**config.mk**
```make
export PLATFORM = sky130hd
export DESIGN_NAME = multicycle_addsub
export DESIGN_NICKNAME = d
export VERILOG_FILES = /design/src/rtl/multicycle_addsub.sv
export SDC_FILE = /design/constraint.sdc
export NUM_CORES = 1
export LEC_CHECK = 0
export ABC_AREA = 0
export BUFFER_PORTS_ARGS = -buffer_cell sky130_fd_sc_hd__buf_2
export CORE_MARGIN = 1
export CORE_UTILIZATION = 59
export DETAILED_ROUTE_END_ITERATION = 10
export PLACE_DENSITY_LB_ADDON = 0.25
export SYNTH_ARGS = -nofsm -noshare
export SYNTH_HDL_FRONTEND = slang
export SYNTH_SLANG_ARGS = --single-unit
```
**constraint.sdc**
```tcl
create_clock -name clk -period 6.5 [get_ports clk]
set_input_delay 0.65 -clock clk [delete_from_list [all_inputs] [get_ports clk]]
set_output_delay 0.65 -clock clk [all_outputs]
set_load 0.05 [all_outputs]
```
**src/rtl/multicycle_addsub.sv**
```systemverilog
// multicycle_addsub: WIDTH-bit adder/subtractor that processes CHUNK bits per clock.
// The carry is held in a register between chunks. A start/busy/done handshake frames each operation.
module multicycle_addsub #(
    parameter int WIDTH = 16,
    parameter int CHUNK = 4
) (
    input  logic             clk,
    input  logic             rst,
    input  logic             start,
    input  logic             sub,
    input  logic [WIDTH-1:0] A,
    input  logic [WIDTH-1:0] B,
    input  logic             Cin,
    output logic             busy,
    output logic             done,
    output logic [WIDTH-1:0] S,
    output logic             Cout,
    output logic             V,
    output logic             Z
);
    localparam int N  = WIDTH / CHUNK;
    localparam int IW = N > 1 ? $clog2(N) : 1;
    typedef enum logic {IDLE, RUN} state_t;
    state_t           state, state_next;
    logic [WIDTH-1:0] a_r, b_r, s_next;
    logic             carry;
    logic [IW-1:0]    idx;
    logic [CHUNK:0]   part;
    logic             last;
    always_ff @(posedge clk)
        if (rst) state <= IDLE;
        else     state <= state_next;
    always_comb begin
        part       = {1'b0, a_r[int'(idx)*CHUNK +: CHUNK]} + {1'b0, b_r[int'(idx)*CHUNK +: CHUNK]}
                   + {{CHUNK{1'b0}}, carry};
        s_next     = S;
        s_next[int'(idx)*CHUNK +: CHUNK] = part[CHUNK-1:0];
        last       = idx == IW'(N - 1);
        state_next = state == IDLE ? (start ? RUN : IDLE) : (last ? IDLE : RUN);
    end
    assign busy = state == RUN;
    // Operands are captured only in IDLE, so input changes or starts during RUN are ignored.
    always_ff @(posedge clk) begin
        if (rst) begin
            a_r   <= '0;
            b_r   <= '0;
            carry <= 1'b0;
            idx   <= '0;
            done  <= 1'b0;
            S     <= '0;
            Cout  <= 1'b0;
            V     <= 1'b0;
            Z     <= 1'b0;
        end else begin
            done <= 1'b0;
            if (state == IDLE && start) begin
                a_r   <= A;
                b_r   <= sub ? ~B : B;
                carry <= Cin;
                idx   <= '0;
            end else if (state == RUN) begin
                S     <= s_next;
                carry <= part[CHUNK];
                idx   <= last ? '0 : idx + 1'b1;
                if (last) begin
                    done <= 1'b1;
                    Cout <= part[CHUNK];
                    V    <= (a_r[WIDTH-1] == b_r[WIDTH-1]) & (s_next[WIDTH-1] != a_r[WIDTH-1]);
                    Z    <= ~|s_next;
                end
            end
        end
    end
endmodule

```
==> results.cfg, run 1 <==
[critical_path]
crit_chain = buf_4 -> mux4_2 -> fa_1 -> inv_1 -> fa_1 -> nor2_1 -> a41oi_1 -> and4_1 -> nand4_1 -> o32ai_1
crit-reg2reg-capture = Z
rr_worst_depth = 10
rrSetupSlack_ns = 3.54
cp.arrival_ns = 3.15
r2r_start = idx[0]
crit_top_cell = fa_1
cp_max_fo = 22
critPathKind = register to register
crit_path_max_incr_delay_ns = 0.57
critPathSlowestCell = mux4_2
critPathLaunchType = register
cp-end-kind = register
worstPathRequired_ns = 6.69

[floorplan]
start_util_pct = 63.0
die_y_microns = 70.9
die_w_microns = 70.9
row_count = 24
die_area_sq_um = 5030
core_area_sq_um = 4440
ios = 58

[clock_network]
cts_tree = done
clkTransAtPathRegs_ns = 0.10
clk-insertion-delay-late_ns = 0.31
hold_buffers = 0
cts-buffers-inserted = 5
cts.sinks = 56
cts_setup_buffers = 0
clock-root-buffer = clkbuf_8
cts.repair.resized = 0
cts_max_level = 2
cts_buffer_depth = 2

[run]
cap_violations = 0

[worst_hold_path]
holdPathStages = 2
hold_path_end = a_r[3]
hp-start = a_r[3]
hold_class = register to register

[detailed_routing]
drt_pass1_iterations = 6
drt_iter0_markers = 151
avgRoutedWirePerCell_microns = 13.6
via_per_inst = 5.57
antenna_left = 0
wl_microns = 5550
routed-via-count = 2279
route.detailed.drc = 0

[synth]
synth_edf_count = 0
synth-adder-area-share_pct = 5.45
synth_top_family_by_area = simple AND/OR/NAND/NOR gates
yosys.area_share.simple_pct = 19.4
yosys-top-cells-area = dfxtp_1 40%, a211oi_1 7.8%, mux4_2 6.4%
synth_compound_area_share_pct = 17.8
yosysWarningCount = 0
synthXorXnorAreaFrac_pct = 5.63
syn-cell-area_sq_um = 2800
async_flop_share_pct = 0
postSynthAreaPerCell_sq_um = 8.89
synth_area_leader_cell = dfxtp_1
synth_mux_area_share_pct = 6.83
yosysSeqAreaShare_pct = 40.0
syn_inst = 315
ys_seq_elements = 56
synthesis.nets = 363
synth.top_cell.area_share_pct = 40.0
ys.flop_type = dfxtp_1
synth_cell_types = 42

[timing]
drv_slew = 0
max_freq_ghz = 0.338
slew_headroom_pct = 24.9
period_needed_ns = 2.96
setup_violations = 0
worst_clock_skew_ns = 0.00799
tightest_slew_ns = 1.13
rsz0062_at_grt = false
finalHoldViolations = 0
setup_tns_ns = 0
min_period_over_period_pct = 45.5

[power_and_ir_drop]
p_seq_share_pct = 49.7
vdd_ir_drop_max_mv = 0.164
leakage_nw = 1.27
p_switching_w = 0.000227
power_density_nw_per_um2 = 244
finalPower_w = 0.000774
clkPwrFrac_pct = 29.7
sw_frac_of_total_pct = 29.4
internal_power_w = 0.000547
pwr-share-comb_pct = 20.7

[placement]
place_inst = 401
place_hpwl_microns = 4020
gp_congestion = 0.867
io_buffers = 57

[global_routing]
grt_pass1_wl_microns = 9430
grt_overflow = 0
first_global_vias = 2101
grt_usage_pct = 23.6
antenna_found_initial = 0
grt_max_degree = 57

[finish]
final_cell_mix = 57 x buf_2, 56 x dfxtp_1, 42 x nor2_1
syn_to_final_growth_pct = 13.3
nets = 404
layout_commonest_cell = buf_2
insertedDiodeCount = 0
drive_gt1_share_pct = 21.8
final_cells = 409

[status]
status = complete, no violations
power groups by stage:
stage / logic, W / clock network (W) / registers, W
floorplan: 0.000109 / 0 / 0.000405
global placement: 0.000157 / 0 / 0.000392
detailed placement: 0.000159 / 0 / 0.000392
CTS: 0.000160 / 0.000234 / 0.000384
global route: 0.000176 / 0.000250 / 0.000388
finish: 0.000160 / 0.000230 / 0.000384
logic make-up after synthesis:
logic type,count (synthesis)
AND/OR/NAND/NOR,117
AO/OA/AOI/OAI,72
flip-flops,56
buffers and inverters,32
XOR/XNOR,18
adder cells (fa/ha/maj),11
multiplexers,9
sequential cells by signal, summed over array words and instances (netlist names):
| register | flops |
|---|---|
| S | 16 |
| a_r | 16 |
| b_r | 16 |
| idx | 2 |
| Cout | 1 |
| V | 1 |
| Z | 1 |
| busy | 1 |
| carry | 1 |
| done | 1 |
area by class of cell:
type / count / area, sq um
sequential: 56 / 1120
clock buffer: 5 / 68.8
inverter: 7 / 26.3
multi-input combinational: 227 / 1550
tap: 52 / 65.1
timing repair buffer: 59 / 300
fill: 354 / 1270
clock inverter: 3 / 47.5
metal layers:
layer / global-route usage [%] / up-vias / wire (microns)
met5: 0 / - / 0
met3: 4.84 / 7 / 223
li1: - / 1186 / -
met4: 6.00 / 0 / 61
met2: 41.5 / 59 / 2790
met1: 29.7 / 1027 / 2480
worst max-delay path by stage:
stage | start | endpoint | depth (start not counted)
2_1_floorplan | idx[0] | Z | 11
3_3_place_gp | idx[0] | Z | 10
3_5_place_dp | idx[0] | Z | 10
4_1_cts | idx[0] | Z | 10
5_1_grt | idx[0] | Z | 10
6_report | idx[0] | Z | 10
synth_stat cells (all sizes together) (2+ instances only):
cell / count
dfxtp: 56
nor2: 42
nand2: 38
a211oi: 29
a21oi: 21
xnor2: 18
clkbuf: 17
nor2b: 14
ha: 9
buf: 8
mux4: 8
inv: 7
a31oi: 6
nand2b: 5
a22oi: 3
a32oi: 3
and2: 3
nand3: 3
nand4: 3
a41oi: 2
and4: 2
fa: 2
critical path: cells and delay by family (launching register included):
| family | cells | cell delay [ns] |
|---|---|---|
| buf+inv | 2 | 0.36 |
| simple gates | 3 | 0.49 |
| fa+ha+maj | 2 | 0.85 |
| compound gates | 2 | 0.25 |
| flops | 1 | 0.32 |
| mux | 1 | 0.57 |
through the flow:
stage	setup slack, ns	util, %	hold WS, ns	area (sq um)
floorplan	3.53	-	0.433	2800
global placement	3.61	68.8	0.446	3060
detailed placement	3.56	68.8	0.449	3060
CTS	3.54	71.4	0.464	3170
global route	3.35	71.4	0.479	3170
finish	3.54	71.4	0.464	3170
(Power assumes the default switching activity.)
==> run 2: changes to the inputs <==
Settings changed: ABC_AREA 0 to 1, CORE_UTILIZATION 59 to 55.
Clock period 6.5 ns to 2.8 ns, I/O delays scaled along.
==> run 2 against run 1 <==
First-iteration DRC count fell by 19%. Clock-buffer cell count rose by 2. Flip-flop and latch count did not move. Sequential power rose by 130%. Combinational power rose to 3.0 times the previous value. Clock power rose by 98%. Highest routed layer unchanged. Sequential share of layout area fell by 2.2 points. Final cell count rose by 33%. Critical path type unchanged. Synthesized cell count rose by 32%. Area after synthesis rose by 4.6%. Clock skew rose by 0.0043 ns.
==> results.cfg, run 2 <==
[status]
status = complete, no violations

[placement]
place_hpwl_microns = 4870
postPlaceCellArea_sq_um = 3280
gp_congestion = 0.880
io_buffers = 57
pre_cts_ws_ns = -0.0171

[clock_network]
cts_tree = done
hold_buffers = 0
clkTransAtPathRegs_ns = 0.10
cts_buffer_depth = 2
clk-insertion-delay-late_ns = 0.31
clock-root-buffer = clkbuf_8
cts.sinks = 56
cts-buffers-inserted = 5
cts_max_level = 2

[finish]
layout_commonest_cell = nor2_1
seq_area_sq_um = 1120
nFillCells = 486
final_cell_mix = 69 x nor2_1, 59 x nand2_1, 57 x buf_2
syn_to_final_growth_pct = 16.1
fin_area_sq_um = 3400
largestRegisters = S x16, a_r x16, b_r x16
insertedDiodeCount = 0
drive_gt1_share_pct = 19.9
nets = 519
multi_input_area_sq_um = 1530

[synth]
ys_seq_elements = 56
yosys-top-cells-area = dfxtp_1 38%, nor2_1 9.0%, nand2_1 7.7%
yosysSeqAreaShare_pct = 38.3
syn_inst = 417
yosysWarningCount = 0
ys_top_cells_by_count = 70 x nor2_1, 60 x nand2_1, 56 x dfxtp_1
ys.flop_type = dfxtp_1
synthesis.nets = 465
synth_edf_count = 0
async_flop_share_pct = 0
synth_cell_types = 28
syn-cell-area_sq_um = 2930
synth.top_cell.area_share_pct = 38.3
synth_area_leader_cell = dfxtp_1
yosysMostFrequentCell = nor2_1
postSynthAreaPerCell_sq_um = 7.03

[critical_path]
critPathSlowestCell = fa_1
crit_buf_inv = 2
cp-end-kind = register
critPathLaunchType = register
worstPathRequired_ns = 3.01
crit_family = adder cells
cp_max_fo = 12
critPathKind = register to register
crit_chain = clkinvlp_4 -> o21ai_0 -> o22ai_1 -> fa_1 -> inv_1 -> fa_1 -> nor2_2 -> nand2_1 -> nor2_1 -> nor2_2 -> nand2_1 -> nor2_1 -> nand3_1 -> nor2_1 -> nand3_1 -> nand2_1
crit_path_max_incr_delay_ns = 0.44
rrSetupSlack_ns = 0.23
cp.arrival_ns = 2.78

[timing]
fin_ws_ns = 0.233
min_period_over_period_pct = 91.7
period_needed_ns = 2.57
drv_slew = 0
setup_violations = 0
worst_clock_skew_ns = 0.0123
slew_headroom_pct = 53.3
max_freq_ghz = 0.390
tightest_slew_ns = 0.700
finalHoldViolations = 0

[power_and_ir_drop]
vdd_ir_drop_max_mv = 0.293
power_density_nw_per_um2 = 538
leakage_nw = 1.68

[detailed_routing]
route.detailed.drc = 0
drt_pass1_iterations = 5
routed-via-count = 2787
drt_iter0_markers = 122
avgRoutedWirePerCell_microns = 12.0
wl_microns = 6510
antenna_left = 0
via_per_inst = 5.14

[worst_hold_path]
hold_class = input port to register

[global_routing]
first_global_vias = 2384
antenna_found_initial = 0
grt_max_degree = 46
grt_usage_pct = 24.4
grt_pass1_wl_microns = 10400
grt_overflow = 0

[floorplan]
start_util_pct = 57.4
die_y_microns = 75.0
row_count = 26
ios = 58
die_w_microns = 75.0
die_area_sq_um = 5620
core_area_sq_um = 5110

[run]
cap_violations = 0
-- run 2: changes by cell type after synthesis, moves of 18 or more --
cell	before	now
o21ai_0	1	34
o21ai_1	0	18
a211oi_1	29	0
inv_1	7	47
nor2_1	42	70
nand2_1	38	60
-- run 2: cells by family after synthesis --
logic type | Yosys count | share of synthesized area [%]
flops | 56 | 38.3
xor+xnor | 16 | 4.78
simple gates | 159 | 22.2
buf+inv | 73 | 10.0
compound gates | 102 | 19.5
fa+ha+maj | 11 | 5.21
-- run 2: final timing paths --
kind | from | end | cells after the start
worst min register to register | Cout | Cout | 2
worst max register to register | idx[0] | Z | 16
worst min-delay path | A[15] | a_r[15] | 3
worst max-delay path | idx[0] | Z | 16
-- run 2: repair_timing --
item / CTS / global route
endpoints found under the setup margin: 1 / 1
gates resized for setup: 1 / 6
setup buffers: 0 / 1
-- run 2: power breakdown --
| group | total (W) | switching, W | leakage, nW | internal [W] |
|---|---|---|---|---|
| Combinational | 0.000476 | 0.000307 | 1.18 | 0.000169 |
| Sequential | 0.000899 | 0.0000430 | 0.463 | 0.000856 |
| Clock | 0.000455 | 0.000253 | 0.0445 | 0.000202 |
-- run 2: final cells by class --
| cell class | count | share of cell area [%] |
|---|---|---|
| flip-flops and latches | 56 | 33.1 |
| well taps | 70 | 2.58 |
| repair buffers | 68 | 10.8 |
| inverters | 52 | 5.85 |
| clock inverters | 1 | 0.221 |
| multi-input cells | 288 | 44.9 |
| clock buffers | 7 | 2.54 |
-- run 2: stage by stage --
step	cells	total power, W	TNS, ns	hold WS, ns	utilization [%]
after global placement	533	0.00137	0	0.440	64.2
after floorplan	417	0.00126	0	0.364	-
after detailed placement	533	0.00138	-0.0171	0.444	64.2
final	542	0.00183	0	0.221	66.6
after CTS	541	0.00183	0	0.218	66.1
after global routing	542	0.00193	-0.000933	0.235	66.6
-- run 2: metal layers --
layer / up-vias / track usage (%) / wire length [microns]
li1: 1453 / - / -
met1: 1242 / 32.2 / 2970
met2: 86 / 40.6 / 3160
met3: 6 / 4.28 / 338
met4: 0 / 7.76 / 52
met5: - / 0 / 0
-- run 2: tightest hold or removal path: stages --
cell and delay [ns]:
buf_2 0.07, o21ai_0 0.07, nor2_1 0.07
==> run 3: changes to the inputs <==
Clock period 2.8 ns to 2.5 ns, I/O delays scaled along.
==> run 3 against run 2 <==
The run now ends with setup timing left. Design area rose by 3.2%. Critical path depth rose by 1. Non-clock buffer count rose by 6. Clock skew fell by 0.0059 ns. Power rose by 14%. Flip-flop and latch count did not move. Clock-buffer cell count did not move. Sequential power rose by 12%. Register-to-register slack got worse by 0.24 ns. Combinational power rose by 19%. Clock power rose by 15%. Largest cell class unchanged. Highest routed layer unchanged.
==> results.cfg, run 3 (same netlist as run 2, synthesis figures left out) <==
[status]
status = complete, but fails checks
violations = setup timing

[clock_network]
cts_tree = done
cts_buffer_depth = 2
hold_buffers = 0
clk-insertion-delay-late_ns = 0.31
cts-buffers-inserted = 5
clock-root-buffer = clkbuf_8
clkTransAtPathRegs_ns = 0.10
cts.sinks = 56
cts_max_level = 2

[power_and_ir_drop]
clkPwrFrac_pct = 24.9
power_density_nw_per_um2 = 597
pwr-share-comb_pct = 27.1
p_switching_w = 0.000701
sw_frac_of_total_pct = 33.5
leakage_nw = 1.72
internal_power_w = 0.00139
p_seq_share_pct = 48.0
vdd_ir_drop_max_mv = 0.313

[finish]
final_cell_mix = 65 x nor2_1, 58 x nand2_1, 57 x buf_2
insertedDiodeCount = 0
nets = 525
nFillCells = 435
layout_commonest_cell = nor2_1
largestRegisters = S x16, a_r x16, b_r x16
fin_area_sq_um = 3510
drive_gt1_share_pct = 24.3
syn_to_final_growth_pct = 19.8

[floorplan]
die_w_microns = 75.0
die_y_microns = 75.0
core_area_sq_um = 5110
row_count = 26
die_area_sq_um = 5620
start_util_pct = 57.4
ios = 58

[worst_hold_path]
hp-start = A[7]
hold_path_end = a_r[7]
holdPathStages = 3
hold_class = input port to register

[placement]
pre_cts_ws_ns = 0.0345
gp_congestion = 0.865
io_buffers = 57
postPlaceCellArea_sq_um = 3300
place_hpwl_microns = 4880

[run]
cap_violations = 0

[detailed_routing]
antenna_left = 0
drt_iter0_markers = 178
drt_pass1_iterations = 5
via_per_inst = 5.16
route.detailed.drc = 0
wl_microns = 6760
routed-via-count = 2827
avgRoutedWirePerCell_microns = 12.3

[global_routing]
grt_max_degree = 48
first_global_vias = 2398
grt_pass1_wl_microns = 10800
grt_overflow = 0
antenna_found_initial = 0
grt_usage_pct = 25.1

[critical_path]
cp_max_fo = 6
startpoint = idx[0]
crit-reg2reg-capture = Z
critPathLaunchType = register
cp-end-kind = register
r2r_start = idx[0]
rrSetupSlack_ns = -0.005
rr_worst_depth = 17
worstPathRequired_ns = 2.77
critPathKind = register to register
cp.arrival_ns = 2.77

[timing]
period_needed_ns = 2.50
min_period_over_period_pct = 100
worst_clock_skew_ns = 0.00640
fin_ws_ns = -0.00458
max_freq_ghz = 0.399
finalHoldViolations = 0
setup_violations = 1
tightest_slew_ns = 0.836
drv_slew = 0
rsz0062_at_grt = true
slew_headroom_pct = 44.2
-- run 3: changes by cell type in the layout (fill, tap and decap cells not counted), sizes merged --
cell / previous run / this run
buf: 68 / 74
clkinvlp: 2 / 1
inv: 51 / 52
-- run 3: worst max path at each step --
stage | end
CTS | Z
floorplan | Z
global route | Z
detailed placement | Z
global placement | Z
finish | Z
-- run 3: critical path: stages (launching register included) --
cell and delay, ns:
dfxtp_4 0.38, buf_6 0.13, buf_6 0.12, nor2_4 0.08, inv_2 0.04, a32oi_2 0.25, inv_1 0.09, fa_2 0.58
nor2_4 0.05, nand2_2 0.06, nor2_2 0.04, nor2_2 0.13, nand2_1 0.08, nor2_2 0.09, nand3_1 0.07, nor2_1 0.11
nand3_1 0.08, nand2_1 0.07
-- run 3: timing repair --
| action | 4_1_cts | 5_1_grt |
|---|---|---|
| endpoints found under the setup margin | 1 | 5 |
| resized for setup | 0 | 30 |
| cloned | 0 | 0 |
| pin swaps | 1 | 15 |
| setup buffers | 0 | 5 |
-- run 3: power by group through the flow --
stage          registers, W  logic [W]  clock network (W)
6_report            0.00101   0.000567           0.000522
5_1_grt             0.00101   0.000632           0.000568
4_1_cts             0.00100   0.000533           0.000525
3_5_place_dp        0.00102   0.000529                  0
3_3_place_gp        0.00102   0.000518                  0
2_1_floorplan       0.00109   0.000330                  0
-- run 3: layout make-up --
cell class              instances  area, sq um  area share, %
flip-flops and latches         56         1130           32.1
clock buffers                   7         86.3           2.46
clock inverters                 1         7.51          0.214
multi-input cells             288         1580           45.0
repair buffers                 74          424           12.1
well taps                      70         87.6           2.49
inverters                      52          200           5.70
-- run 3: per-layer routing --
| layer | track usage (%) | part of all wire (%) |
|---|---|---|
| met3 | 4.55 | 4.5 |
| met2 | 39.1 | 47 |
| met5 | 0 | 0 |
| met1 | 35.5 | 47 |
| met4 | 7.55 | 1.1 |
-- run 3: per-stage QoR --
| step | TNS [ns] | util, % | hold WS [ns] | power, W | instances |
|---|---|---|---|---|---|
| floorplan | 0 | - | 0.334 | 0.00142 | 417 |
| global placement | 0 | 64.6 | 0.441 | 0.00154 | 535 |
| detailed placement | 0 | 64.6 | 0.450 | 0.00155 | 535 |
| CTS | 0 | 66.5 | 0.180 | 0.00206 | 543 |
| global route | -0.123 | 68.7 | 0.181 | 0.00222 | 548 |
| finish | -0.00458 | 68.7 | 0.182 | 0.00209 | 548 |
